## src/rtl/result_bus_arbiter.sv

```systemverilog
// Round-robin arbiter sharing one result path among eight requesters,
// with a single-entry output register presented through a valid/ready handshake.
module result_bus_arbiter #(
  parameter int WIDTH = 32,
  parameter int CNT_W = 16
) (
  input  logic               Clk,
  input  logic               Rst,
  input  logic [7:0]         Req,
  input  logic [8*WIDTH-1:0] InData,
  output logic [7:0]         Grant,
  output logic               OutValid,
  input  logic               OutReady,
  output logic [WIDTH-1:0]   OutData,
  output logic [2:0]         OutSrc,
  output logic [CNT_W-1:0]   TxCount
);

  typedef enum logic {EMPTY = 1'b0, FULL = 1'b1} state_t;

  state_t     state;
  state_t     next_state;
  logic [2:0] ptr;
  logic [2:0] winner;
  logic       load;
  logic       xfer;

  // Scan from ptr+7 down to ptr so the lane closest to ptr is the last writer.
  always_comb begin
    winner = ptr;
    for (int k = 7; k >= 0; k--) begin
      if (Req[ptr + 3'(k)]) winner = ptr + 3'(k);
    end
  end

  assign xfer = (state == FULL) && OutReady && !Rst;
  assign load = (|Req) && ((state == EMPTY) || OutReady) && !Rst;

  always_ff @(posedge Clk) begin
    if (Rst) state <= EMPTY;
    else     state <= next_state;
  end

  always_comb begin
    next_state = state;
    case (state)
      EMPTY: if (load) next_state = FULL;
      FULL:  if (!load && OutReady) next_state = EMPTY;
      default: next_state = EMPTY;
    endcase
  end

  always_comb begin
    OutValid = (state == FULL);
    Grant    = '0;
    if (load) Grant = 8'(1) << winner;
  end

  // Output register, round-robin pointer and transfer counter.
  always_ff @(posedge Clk) begin
    if (Rst) begin
      ptr     <= '0;
      OutData <= '0;
      OutSrc  <= '0;
      TxCount <= '0;
    end else begin
      if (xfer) TxCount <= TxCount + 1'b1;
      if (load) begin
        OutData <= InData[32'(winner)*WIDTH +: WIDTH];
        OutSrc  <= winner;
        ptr     <= winner + 3'd1;
      end
    end
  end

endmodule

```

## config.mk

```make
export PLATFORM = sky130hd
export DESIGN_NAME = result_bus_arbiter
export DESIGN_NICKNAME = d
export VERILOG_FILES = /design/src/rtl/result_bus_arbiter.sv
export SDC_FILE = /design/constraint.sdc
export NUM_CORES = 1
export LEC_CHECK = 0
export BUFFER_PORTS_ARGS = -buffer_cell sky130_fd_sc_hd__buf_2
export CORE_AREA = 2 2 128 130
export CTS_CLUSTER_DIAMETER = 60
export DETAILED_ROUTE_END_ITERATION = 16
export DIE_AREA = 0 0 130 132
export GPL_TIMING_DRIVEN = 0
export HOLD_SLACK_MARGIN = 0.05
export PLACE_DENSITY = 0.7
export REMOVE_ABC_BUFFERS = 1
export SYNTH_ARGS = -nofsm -noshare
export SYNTH_HDL_FRONTEND = slang
export SYNTH_SLANG_ARGS = --single-unit
export TNS_END_PERCENT = 100
```

## constraint.sdc

```tcl
create_clock -name Clk -period 3.9 [get_ports Clk]
set_clock_uncertainty 0.05 [all_clocks]
set_input_delay 0.195 -clock Clk [delete_from_list [all_inputs] [get_ports Clk]]
set_output_delay 0.195 -clock Clk [all_outputs]
set_load 0.01 [all_outputs]
```

==> flow_summary.json, run 1 <==
{
  "drc_errors": 0,
  "path_clk_slew_ns": 0.07,
  "htreeDepth": 2,
  "synth_area_sq_mm": 0.00522,
  "insertion_delay_ns": 0.30,
  "drtAntennaViolNets": 0,
  "vias": 5901,
  "rows": 46,
  "clk_path_buf_depth": 2,
  "wirelength_microns": 21500,
  "synth_ff_type": "dfxtp_1",
  "cellLeakagePower_nw": 3.90,
  "cts_hold_buf": 0,
  "yosys_warnings": 0,
  "period_minus_slack_ns": 3.78,
  "dp_cells": 1046,
  "holdCritPathClass": "primary input to register",
  "setup_ws_ns": 0.118,
  "fmax_mhz": 264,
  "drive_gt1_share_pct": 48.9,
  "status": "finished, final reports clean",
  "fill_cells": 1504,
  "start_util_pct": 33.2,
  "die_h_microns": 132,
  "nNetsFinal": 1146,
  "synthArstFlopShare_pct": 0,
  "track_usage_pct": 21.6,
  "grt_start_max_net_pins": 41,
  "criticalPathCategory": "register to register",
  "synth_seq_area_share_pct": 21.1,
  "finalMaxSlewViolations": 0,
  "clock-root-buffer": "clkbuf_16",
  "setup_viol": 0,
  "drt-initial-drc-count": 259,
  "synthTopCellsByArea": "mux2i_1, dfxtp_1, a22oi_1, a32o_1, mux4_2",
  "grt_pass1_vias": 5370,
  "start_kind": "register",
  "p_per_area_mw_per_mm2": 1170,
  "ys_types": 51,
  "cts_buffers": 5,
  "max_slew_margin_pct": 36.1,
  "yosys.area.top_type": "mux2i_1",
  "cp.arrival_ns": 3.93,
  "synth_cells": 553,
  "worstMarginPinSlew_ns": 0.957,
  "hpwlAfterDp_microns": 15400,
  "wl_per_cell_microns": 19.6,
  "area_growth_pct": 47.9,
  "synth_top_area_share_pct": 29.1,
  "viasPerCell": 5.39,
  "synth_edf_count": 0,
  "cts.sinks": 55,
  "grt_pass1_wl_microns": 28900,
  "ir_worst_vdd_uv": 627,
  "cp_max_fo": 23,
  "io_buffers": 326,
  "dr.pass1.iters": 4,
  "hold_viol": 0,
  "fin_cells": 1094,
  "place_ws_ns": -2.20,
  "end_kind": "register",
  "gp_congestion": 0.882,
  "die-area_sq_mm": 0.0172,
  "syn_avg_cell_area_sq_um": 9.45,
  "finalCritPeriodShare_pct": 97.0,
  "cts_tree": "done",
  "chipWidth_microns": 130,
  "ios": 327,
  "p_total_mw": 9.01,
  "antenna_found_initial": 2,
  "ys_ff_latch": 55,
  "crit_required_ns": 4.05,
  "maxCapViolations": 0,
  "coreArea_sq_mm": 0.0157,
  "finalSetupTns_ns": 0,
  "overflow": 0
}
[sequential cells by signal, indices dropped and copies added, names as in the netlist]
| signal | count |
|---|---|
| OutData | 32 |
| TxCount | 16 |
| OutSrc | 3 |
| ptr | 3 |
| OutValid | 1 |
[final cells by class]
type,count,area [sq um],share of cell area (%)
clock buffers,5,125,1.62
flip-flops and latches,55,1110,14.4
diodes,2,5.00,0.0648
well taps,216,270,3.50
multi-input cells,435,3940,51.0
clock inverters,3,46.3,0.599
inverters,8,41.3,0.535
repair buffers,370,2180,28.3
[logic make-up (layout without fill, tap and decap cells)]
logic type / Yosys count / after routing / share of synthesized area (%)
other cells: 0 / 2 / 0
buf+inv: 65 / 386 / 6.73
flops: 55 / 55 / 21.1
mux: 177 / 177 / 37.5
xor+xnor: 16 / 16 / 3.04
fa+ha+maj: 4 / 4 / 0.958
compound gates: 142 / 142 / 21.8
simple gates: 94 / 96 / 8.89
[synthesized netlist by cell type (all sizes together), types with 3 or more instances]
master,instances
nand3,4
a22oi,65
mux4,14
and2,6
nand2,23
o21ai,9
xnor2,5
mux2,11
a32o,32
mux2i,152
buf,30
a221oi,3
clkbuf,27
inv,8
or3,4
nor2,25
ha,4
a211oi,5
and3,13
nand2b,3
nor2b,8
a21oi,14
xor2,11
dfxtp,55
[per-layer routing]
layer	part of all wire, %	GRT usage [%]	vias to the layer above
met5	0	0	-
met4	1.4	4.48	0
met3	8.9	5.32	21
met2	49	37.2	272
met1	40	27.1	2798
li1	-	-	2810
[worst paths after layout]
| kind | start | to | slack (ns) | cells past startpoint |
|---|---|---|---|---|
| setup / recovery | ptr[1] | OutData[9] | 0.12 | 14 |
| hold / removal | OutReady | TxCount[1] | 0.14 | 3 |
| setup reg to reg | ptr[1] | OutData[9] | 0.12 | 14 |
| hold reg to reg | OutData[25] | OutData[25] | 0.41 | 1 |
[where the power goes]
part | total, mW | switching, mW | internal [mW]
clock | 0.520 | 0.215 | 0.305
sequential | 0.857 | 0.111 | 0.746
combinational | 7.64 | 3.78 | 3.85
total | 9.01 | 4.11 | 4.91
[critical path: stages (launching register included)]
cell        delay, ns
dfxtp_4          0.38
clkinvlp_4       0.12
ha_4             0.28
buf_4            0.15
mux2_1           0.35
mux4_2           0.52
o311ai_4         0.31
a21oi_4          0.12
xnor2_4          0.20
buf_12           0.16
buf_12           0.19
buf_16           0.17
mux2i_4          0.26
a22oi_1          0.12
a32o_1           0.25
[what timing repair did]
action / CTS / global route
endpoints found under the setup margin: 46 / 26
cloned: 0 / 5
gates resized for setup: 12 / 22
pin swaps: 4 / 5
endpoints found under the hold margin: 0 / 0
setup buffers: 13 / 20
[through the flow]
| step | hold WS, ns | utilization [%] | instance area (sq um) |
|---|---|---|---|
| final | 0.140 | 49.2 | 7720 |
| after detailed placement | 0.400 | 44.7 | 7030 |
| after CTS | 0.126 | 46.8 | 7350 |
| after global placement | 0.393 | 43.3 | 6800 |
| after floorplan | 0.214 | - | 4900 |
| after global routing | 0.142 | 49.2 | 7720 |
[cell usage in the layout (no fill, tap or decap), types with 3 or more instances in the layout]
master and count:
a32o_1 32, nand2_1 22, buf_12 3, ha_1 3
a21oi_1 11, buf_2 326, clkinvlp_4 4, mux2i_2 5
clkbuf_16 8, mux4_2 14, buf_4 28, buf_6 3
and3_1 12, mux2_1 8, a22oi_1 65, mux2_2 3
xnor2_1 3, a221oi_1 3, nand2b_1 3, nor2_1 23
or3_1 4, nand3_1 4, inv_1 5, dfxtp_1 52
and2_1 5, nor2b_1 7, buf_16 6, xor2_1 11
mux2i_1 145, o21ai_0 8, a211oi_1 4
Note: power is estimated with default switching activity, not from simulation.
==> run 2: changes to the inputs <==
Settings changed: CORE_AREA 2 2 128 130 to 3 3 126 128, DIE_AREA 0 0 130 132 to 0 0 129 131, PLACE_DENSITY 0.7 to 0.73.
Clock period 3.9 ns to 3.1 ns, I/O delays scaled along.
==> run 2 against run 1 <==
Global-route usage is 1.4 points higher. Fmax is 1.0% higher. Combinational power is 62% higher. Critical path depth stayed put. The flow now finishes with violations (setup timing). Critical endpoint is now OutData[3]. Worst setup slack worse by 0.76 ns. Register-to-register slack worse by 0.76 ns. Design area is 9.6% higher.
==> flow_summary.json, run 2 (synthesized netlist as in run 1, its figures left out) <==
{
  "status": "complete, but fails checks",
  "violations": "setup timing",
  "antenna_found_initial": 0,
  "timing.hold.ws_ns": 0.0922,
  "htreeDepth": 2,
  "fill_cells": 1252,
  "start_kind": "register",
  "cts_buffers": 5,
  "multiInputGateArea_sq_mm": 0.00420,
  "final_util_pct": 56.5,
  "wl_per_cell_microns": 20.7,
  "die_h_microns": 131,
  "cts.sinks": 55,
  "seqCellArea_sq_mm": 0.00111,
  "nNetsFinal": 1173,
  "criticalPathCategory": "register to register",
  "finalSetupTns_ns": -22.60,
  "ios": 327,
  "grt_pass1_vias": 5606,
  "die-area_sq_mm": 0.0169,
  "fmax_mhz": 267,
  "p_total_mw": 14.1,
  "setup_ws_ns": -0.643,
  "largest_reg_flops": 32,
  "drc_errors": 0,
  "start_util_pct": 34.9,
  "finalMaxSlewViolations": 0,
  "viasPerCell": 5.61,
  "dr.pass1.iters": 4,
  "worstMarginPinSlew_ns": 0.925,
  "drtAntennaViolNets": 0,
  "cp_max_fo": 6,
  "period_minus_slack_ns": 3.74,
  "wirelength_microns": 22600,
  "crit_required_ns": 3.25,
  "maxCapViolations": 0,
  "clk_path_buf_depth": 2,
  "area_growth_pct": 62.0,
  "layout_commonest_cell": "buf_2",
  "finalCritPeriodShare_pct": 121,
  "vias": 6118,
  "clock-root-buffer": "clkbuf_16",
  "insertion_delay_ns": 0.31,
  "p_per_area_mw_per_mm2": 1660,
  "track_usage_pct": 22.9,
  "end_kind": "register",
  "cts_tree": "done",
  "grt_start_max_net_pins": 33,
  "rows": 45,
  "cp.arrival_ns": 3.89,
  "grt_pass1_wl_microns": 30300,
  "final_cell_mix": "buf_2, mux2i_1, a22oi_1, dfxtp_1, a32o_1",
  "coreArea_sq_mm": 0.0150,
  "hold_viol": 0,
  "reg_top3": "OutData (32), TxCount (16)",
  "path_clk_slew_ns": 0.08,
  "regMostFlops": "OutData",
  "n_antenna_cell": 0,
  "cellLeakagePower_nw": 4.13,
  "overflow": 0,
  "ir_worst_vdd_uv": 1350,
  "chipWidth_microns": 129,
  "setup_viol": 43,
  "max_slew_margin_pct": 38.2,
  "hpwlAfterDp_microns": 14000,
  "drt-initial-drc-count": 370,
  "rsz0062_at_grt": "true",
  "drive_gt1_share_pct": 54.9,
  "gp_congestion": 0.841,
  "holdCritPathClass": "primary input to register",
  "io_buffers": 326
}
-- run 2: changes by cell type in the layout (fill, tap and decap cells not counted), moves of 5 or more --
cell	change
buf_6	+18
mux2i_1	-16
a22oi_1	-9
a22oi_2	+9
buf_16	+9
mux2_1	-8
mux2_4	+8
mux2i_2	+8
mux2i_4	+8
buf_12	+5
-- run 2: stage by stage --
| stage | instances | setup slack, ns | cell area, sq um |
|---|---|---|---|
| detailed placement | 1017 | -3.04 | 6960 |
| floorplan | 496 | -4.51 | 4900 |
| global placement | 1010 | -5.90 | 6770 |
| CTS | 1081 | -0.585 | 8140 |
| finish | 1091 | -0.643 | 8460 |
| global route | 1091 | -0.722 | 8460 |
-- run 2: final cells by class --
cell class | instances | area share, %
clock buffers | 5 | 1.48
flip-flops and latches | 55 | 13.1
clock inverters | 3 | 0.325
inverters | 8 | 0.503
multi-input cells | 436 | 49.6
well taps | 188 | 2.78
repair buffers | 396 | 32.2
-- run 2: layer usage --
| metal | global-route usage, % | up-vias | routed length [microns] |
|---|---|---|---|
| li1 | - | 2867 | - |
| met1 | 29.7 | 2869 | 8970 |
| met2 | 38.5 | 332 | 11100 |
| met3 | 5.24 | 50 | 1980 |
| met4 | 6.36 | 0 | 510 |
| met5 | 0 | - | 0 |
-- run 2: critical path, cell delays in order (launching register included) --
cell and delay (ns):
dfxtp_4 0.39, clkinvlp_4 0.12, ha_4 0.31, buf_6 0.14, mux2_4 0.30, mux4_2 0.51, o311ai_4 0.35, a21oi_4 0.12
xnor2_4 0.24, buf_12 0.17, buf_16 0.16, buf_8 0.14, mux2i_2 0.26, a22oi_1 0.13, a32o_1 0.24
-- run 2: final timing paths --
check	start	to	slack, ns	depth (start not counted)
min reg2reg	OutData[31]	OutData[31]	0.41	1
max reg2reg	ptr[0]	OutData[3]	-0.64	14
min	OutReady	TxCount[1]	0.09	3
max	ptr[0]	OutData[3]	-0.64	14
-- run 2: repair_timing --
item                       in CTS  in global routing
gates resized for setup        85                 50
gates cloned                   13                  3
setup endpoints to repair      46                 43
hold buffers                    0                  0
pin swaps                      44                 37
buffers inserted               44                  9
-- run 2: power by group --
part           leakage [nW]  switching (mW)  internal (mW)
clock network        0.0723           0.297          0.309
registers             0.455           0.137          0.939
logic                  3.61            5.58           6.81
total                  4.13            6.02           8.05
